[config.mk]
export PLATFORM = sky130hd
export DESIGN_NAME = i2s_sample_tx
export DESIGN_NICKNAME = d
export VERILOG_FILES = /design/src/rtl/i2s_sample_tx.sv
export SDC_FILE = /design/constraint.sdc
export NUM_CORES = 1
export LEC_CHECK = 0
export ABC_AREA = 1
export CORE_MARGIN = 8
export CORE_UTILIZATION = 53
export CTS_CLUSTER_SIZE = 40
export DETAILED_ROUTE_END_ITERATION = 10
export GPL_ROUTABILITY_DRIVEN = 1
export GPL_TIMING_DRIVEN = 0
export PLACE_DENSITY = 0.73
export SYNTH_ARGS = -nofsm -noshare
export SYNTH_HDL_FRONTEND = slang
export SYNTH_SLANG_ARGS = --single-unit
[constraint.sdc]
create_clock -name clk -period 2.2 [get_ports clk]
set_input_delay 0.55 -clock clk [delete_from_list [all_inputs] [get_ports clk]]
set_output_delay 0.55 -clock clk [all_outputs]
set_load 0.1 [all_outputs]
[src/rtl/i2s_sample_tx.sv]
// I2S transmitter: one-pair holding buffer with valid/ready, BCLK/LRCLK generation
// from the system clock, and silence substitution when no pair is waiting at frame start.
module i2s_sample_tx #(
  parameter int CLK_DIV = 4
) (
  input  logic        clk,
  input  logic        reset,
  input  logic [15:0] leftSampleIn,
  input  logic [15:0] rightSampleIn,
  input  logic        sampleValid,
  output logic        sampleReady,
  input  logic        mute,
  output logic        bclk,
  output logic        lrclk,
  output logic        sdata,
  output logic        underrun
);

  localparam int               DIV_W    = (CLK_DIV > 1) ? $clog2(CLK_DIV) : 1;
  localparam logic [DIV_W-1:0] DIV_LAST = DIV_W'(CLK_DIV - 1);

  logic [DIV_W-1:0] div_cnt_q, div_cnt_d;
  logic             bclk_q, bclk_d;
  logic             lrclk_q, lrclk_d;
  logic             sdata_q, sdata_d;
  logic             underrun_q, underrun_d;
  logic [4:0]       bit_cnt_q, bit_cnt_d;
  logic [31:0]      shift_q, shift_d;
  logic             hold_full_q, hold_full_d;
  logic [31:0]      hold_data_q, hold_data_d;

  logic             div_wrap;
  logic             fall_strobe;
  logic             frame_start;
  logic             accept;
  logic [31:0]      frame_word;

  always_comb begin
    div_wrap    = (div_cnt_q == DIV_LAST);
    fall_strobe = div_wrap && bclk_q;
    frame_start = fall_strobe && (bit_cnt_q == 5'd31);
    accept      = sampleValid && !hold_full_q;
    frame_word  = (hold_full_q && !mute) ? hold_data_q : 32'h0;
  end

  always_comb begin
    div_cnt_d = div_wrap ? '0 : div_cnt_q + DIV_W'(1);
    bclk_d    = div_wrap ? ~bclk_q : bclk_q;
  end

  // Everything the codec sees moves on the falling BCLK strobe, half a BCLK
  // period ahead of the rising edge where the codec samples sdata.
  always_comb begin
    bit_cnt_d  = bit_cnt_q;
    lrclk_d    = lrclk_q;
    sdata_d    = sdata_q;
    shift_d    = shift_q;
    underrun_d = frame_start && !hold_full_q;
    if (fall_strobe) begin
      bit_cnt_d = bit_cnt_q + 5'd1;
      sdata_d   = shift_q[31];
      if (frame_start) begin
        shift_d = frame_word;
        lrclk_d = 1'b0;
      end else begin
        shift_d = {shift_q[30:0], 1'b0};
        if (bit_cnt_q == 5'd15) begin
          lrclk_d = 1'b1;
        end
      end
    end
  end

  // Frame start drains the buffer before a same-cycle accept refills it, so a
  // pair arriving exactly at an empty frame start waits for the next frame.
  always_comb begin
    hold_full_d = hold_full_q;
    hold_data_d = hold_data_q;
    if (frame_start) begin
      hold_full_d = 1'b0;
    end
    if (accept) begin
      hold_full_d = 1'b1;
      hold_data_d = {leftSampleIn, rightSampleIn};
    end
  end

  always_ff @(posedge clk) begin
    if (reset) begin
      div_cnt_q   <= '0;
      bclk_q      <= 1'b0;
      lrclk_q     <= 1'b1;
      sdata_q     <= 1'b0;
      underrun_q  <= 1'b0;
      bit_cnt_q   <= 5'd31;
      shift_q     <= 32'h0;
      hold_full_q <= 1'b0;
      hold_data_q <= 32'h0;
    end else begin
      div_cnt_q   <= div_cnt_d;
      bclk_q      <= bclk_d;
      lrclk_q     <= lrclk_d;
      sdata_q     <= sdata_d;
      underrun_q  <= underrun_d;
      bit_cnt_q   <= bit_cnt_d;
      shift_q     <= shift_d;
      hold_full_q <= hold_full_d;
      hold_data_q <= hold_data_d;
    end
  end

  assign sampleReady = ~hold_full_q;
  assign bclk        = bclk_q;
  assign lrclk       = lrclk_q;
  assign sdata       = sdata_q;
  assign underrun    = underrun_q;

endmodule

==> results.toml <==
[status]
outcome = "completed"

[power]
p_int_w = 0.00196
ir_worst_vdd_uv = 385
swShare_pct = 26.1
p_switching_w = 0.000695
pwr_density_cell_nw_per_um2 = 684
clockPowerShare_pct = 33.4
total_leakage_power_nw = 2.05
pwr-share-comb_pct = 11.6
share_seq_of_total_power_pct = 55.0

[synth]
synth_top_area_share_pct = 46.9
async_flop_share_pct = 0
ys_seq_area_share_pct = 46.9
synth_nets = 510
yosysWarnings = 0
synth-edff-count = 0
yosysMostFrequentCell = "nand2_1"
syn_area_um2 = 3240
synth_seq_cells = 76
syn_area_per_cell_um2 = 6.90
ys_top_cells_by_area = "dfxtp_1 (47%), nand2_1 (19%), nor2_1 (13%)"
syn_inst = 470
yosys_most_used_dff = "dfxtp_1"
ys_top_cells_by_count = "nand2_1 (165), nor2_1 (113), dfxtp_1 (76)"
yosysUniqueCellTypes = 22
yosys.area.top_type = "dfxtp_1"

[cts]
cts.reportedPaths.clkPinSlew_ps = 70
insertion_delay_ps = 340
cts_tree = "done"
postCtsSetupBuffers = 0
cts_inserted_buffers = 9
cts_root_buffer = "clkbuf_8"
h-tree-depth = 3
cts.sinks = 76
ctsLongestPathBuffers = 2

[critical_path]
crit_type = "reg2out"
cp-startpoint = "bclk"
cpMaxStageDelayCell = "dlygate4sd2_1"
critPathTopFamily = "buffers and inverters"
max_stage_delay_ps = 880
arrival_ps = 1610
critPathMaxFanout = 4
crit_required_ps = 1650
timing.rr.start = "bit_cnt_q[0]"
critPathBufInv = 1
endpoint_kind = "output pin"
start_kind = "register"
crit_path_cell_trace = "dlygate4sd2_1"

[place]
io_buffers = 40
post-dp-hpwl_mm = 4.88
place.gp.congestion = 0.793
placed_cells = 585
place_area_um2 = 3740

[detailed_routing]
ant_nets = 0
drt-total-wl_mm = 6.92
drcViolationCount = 0
dr.pass1.iters = 4
initialDrtViolationCount = 109
avgViaCountPerCell = 4.74
vias = 2843
avgRoutedWirePerCell_um = 11.5

[timing]
worst_slew_pin_slew_ps = 963
hold_slack_ps = 442
setup_viol = 0
final.setup.tns_ps = 0
skew_ps = 5.97
min_period_ps = 2160
final_hold_viol_count = 0
slew_headroom_pct = 36.1
post-route-period-util_pct = 98.0
rsz0062_at_grt = "false"
clock.fmax_mhz = 464
slew_violations = 0

[layout]
fin_util_pct = 65.7
synthToLayoutAreaGrowth_pct = 19.9
drive_gt1_share_pct = 12.0
insertedDiodeCount = 0
nFillCells = 562
stdcell_area_um2 = 3890
final_cells = 600
fin_nets = 561

[global_route]
grt.overflow.total = 0
grt_max_degree = 12
track_usage_pct = 16.7
antenna_found_initial = 0
grt_pass1_wl_mm = 12.0
grt_pass1_vias = 2691

[die]
rows = 28
die_x_um = 94.2
die_y_um = 94.2
start_util_pct = 54.8
die_area_um2 = 8880
io_pins = 41
coreArea_um2 = 5920

[min_path]
hp-class = "reg2reg"
min_from = "div_cnt_q[0]"

[run]
maxCapViolations = 0
timing repair:
action / CTS / global route
pin swaps: 0 / 0
endpoints found under the setup margin: 5 / 26
hold buffers: 0 / 0
gates resized for setup: 5 / 9
kinds of logic after synthesis:
group / Yosys count / synth area share (%)
flops: 76 / 46.9
compound gates: 38 / 5.94
simple gates: 317 / 39.5
fa+ha+maj: 4 / 1.54
buf+inv: 35 / 6.09
state kept, by name, summed over array words and instances, names as in the netlist, 2 cells and up:
| name | flops |
|---|---|
| bit_cnt_q | 5 |
| div_cnt_q | 2 |
| hold_data_q | 32 |
| shift_q | 32 |
placed cells by master, fill, tap and decap left out, types with 2 or more instances in the layout:
| master | count |
|---|---|
| nand2_1 | 165 |
| nor2_1 | 113 |
| dfxtp_1 | 76 |
| clkdlybuf4s50_1 | 35 |
| o21ai_0 | 33 |
| nor2_2 | 25 |
| clkbuf_8 | 9 |
| clkbuf_1 | 8 |
| nand3_1 | 7 |
| inv_1 | 6 |
| buf_6 | 6 |
| buf_4 | 4 |
| buf_2 | 4 |
| clkinv_2 | 4 |
| clkbuf_2 | 4 |
| ha_1 | 4 |
| dlygate4sd2_1 | 4 |
| inv_2 | 3 |
| nand2_2 | 3 |
| a21oi_1 | 3 |
| nor3_1 | 2 |
| buf_1 | 2 |
power groups by stage:
stage,Sequential [W],Combinational [W],Clock (W)
after CTS,0.00146,0.000310,0.000900
after global routing,0.00147,0.000346,0.000962
after floorplan,0.00150,0.000185,0
after detailed placement,0.00150,0.000311,0
final,0.00146,0.000308,0.000889
after global placement,0.00149,0.000305,0
routing by layer:
layer | global-route usage (%) | part of all wire, %
met5 | 0 | 0
met4 | 7.53 | 1.2
met3 | 3.52 | 4.0
met2 | 25.7 | 45
met1 | 21.7 | 50
worst paths after layout:
check                      end  slack (ps)  cells past startpoint
setup / recovery          bclk          40                      1
hold / removal    div_cnt_q[0]         440                      1
setup reg to reg   shift_q[31]         230                      9
hold reg to reg   div_cnt_q[0]         440                      1
through the flow:
step,setup slack (ps),power (W)
after floorplan,452,0.00168
after global placement,121,0.00180
after detailed placement,114,0.00181
after CTS,21.6,0.00267
after global routing,3.27,0.00278
final,44.0,0.00266
final cells by class:
class / count / area [um2] / area share [%]
well taps: 75 / 93.8 / 2.41
flip-flops and latches: 76 / 1520 / 39.1
plain buffers: 25 / 164 / 4.21
repair buffers: 40 / 395 / 10.2
multi-input cells: 359 / 1530 / 39.2
clock buffers: 12 / 135 / 3.47
clock inverters: 3 / 15.0 / 0.386
inverters: 10 / 38.8 / 0.997
Power figures use the tool's default switching activity.
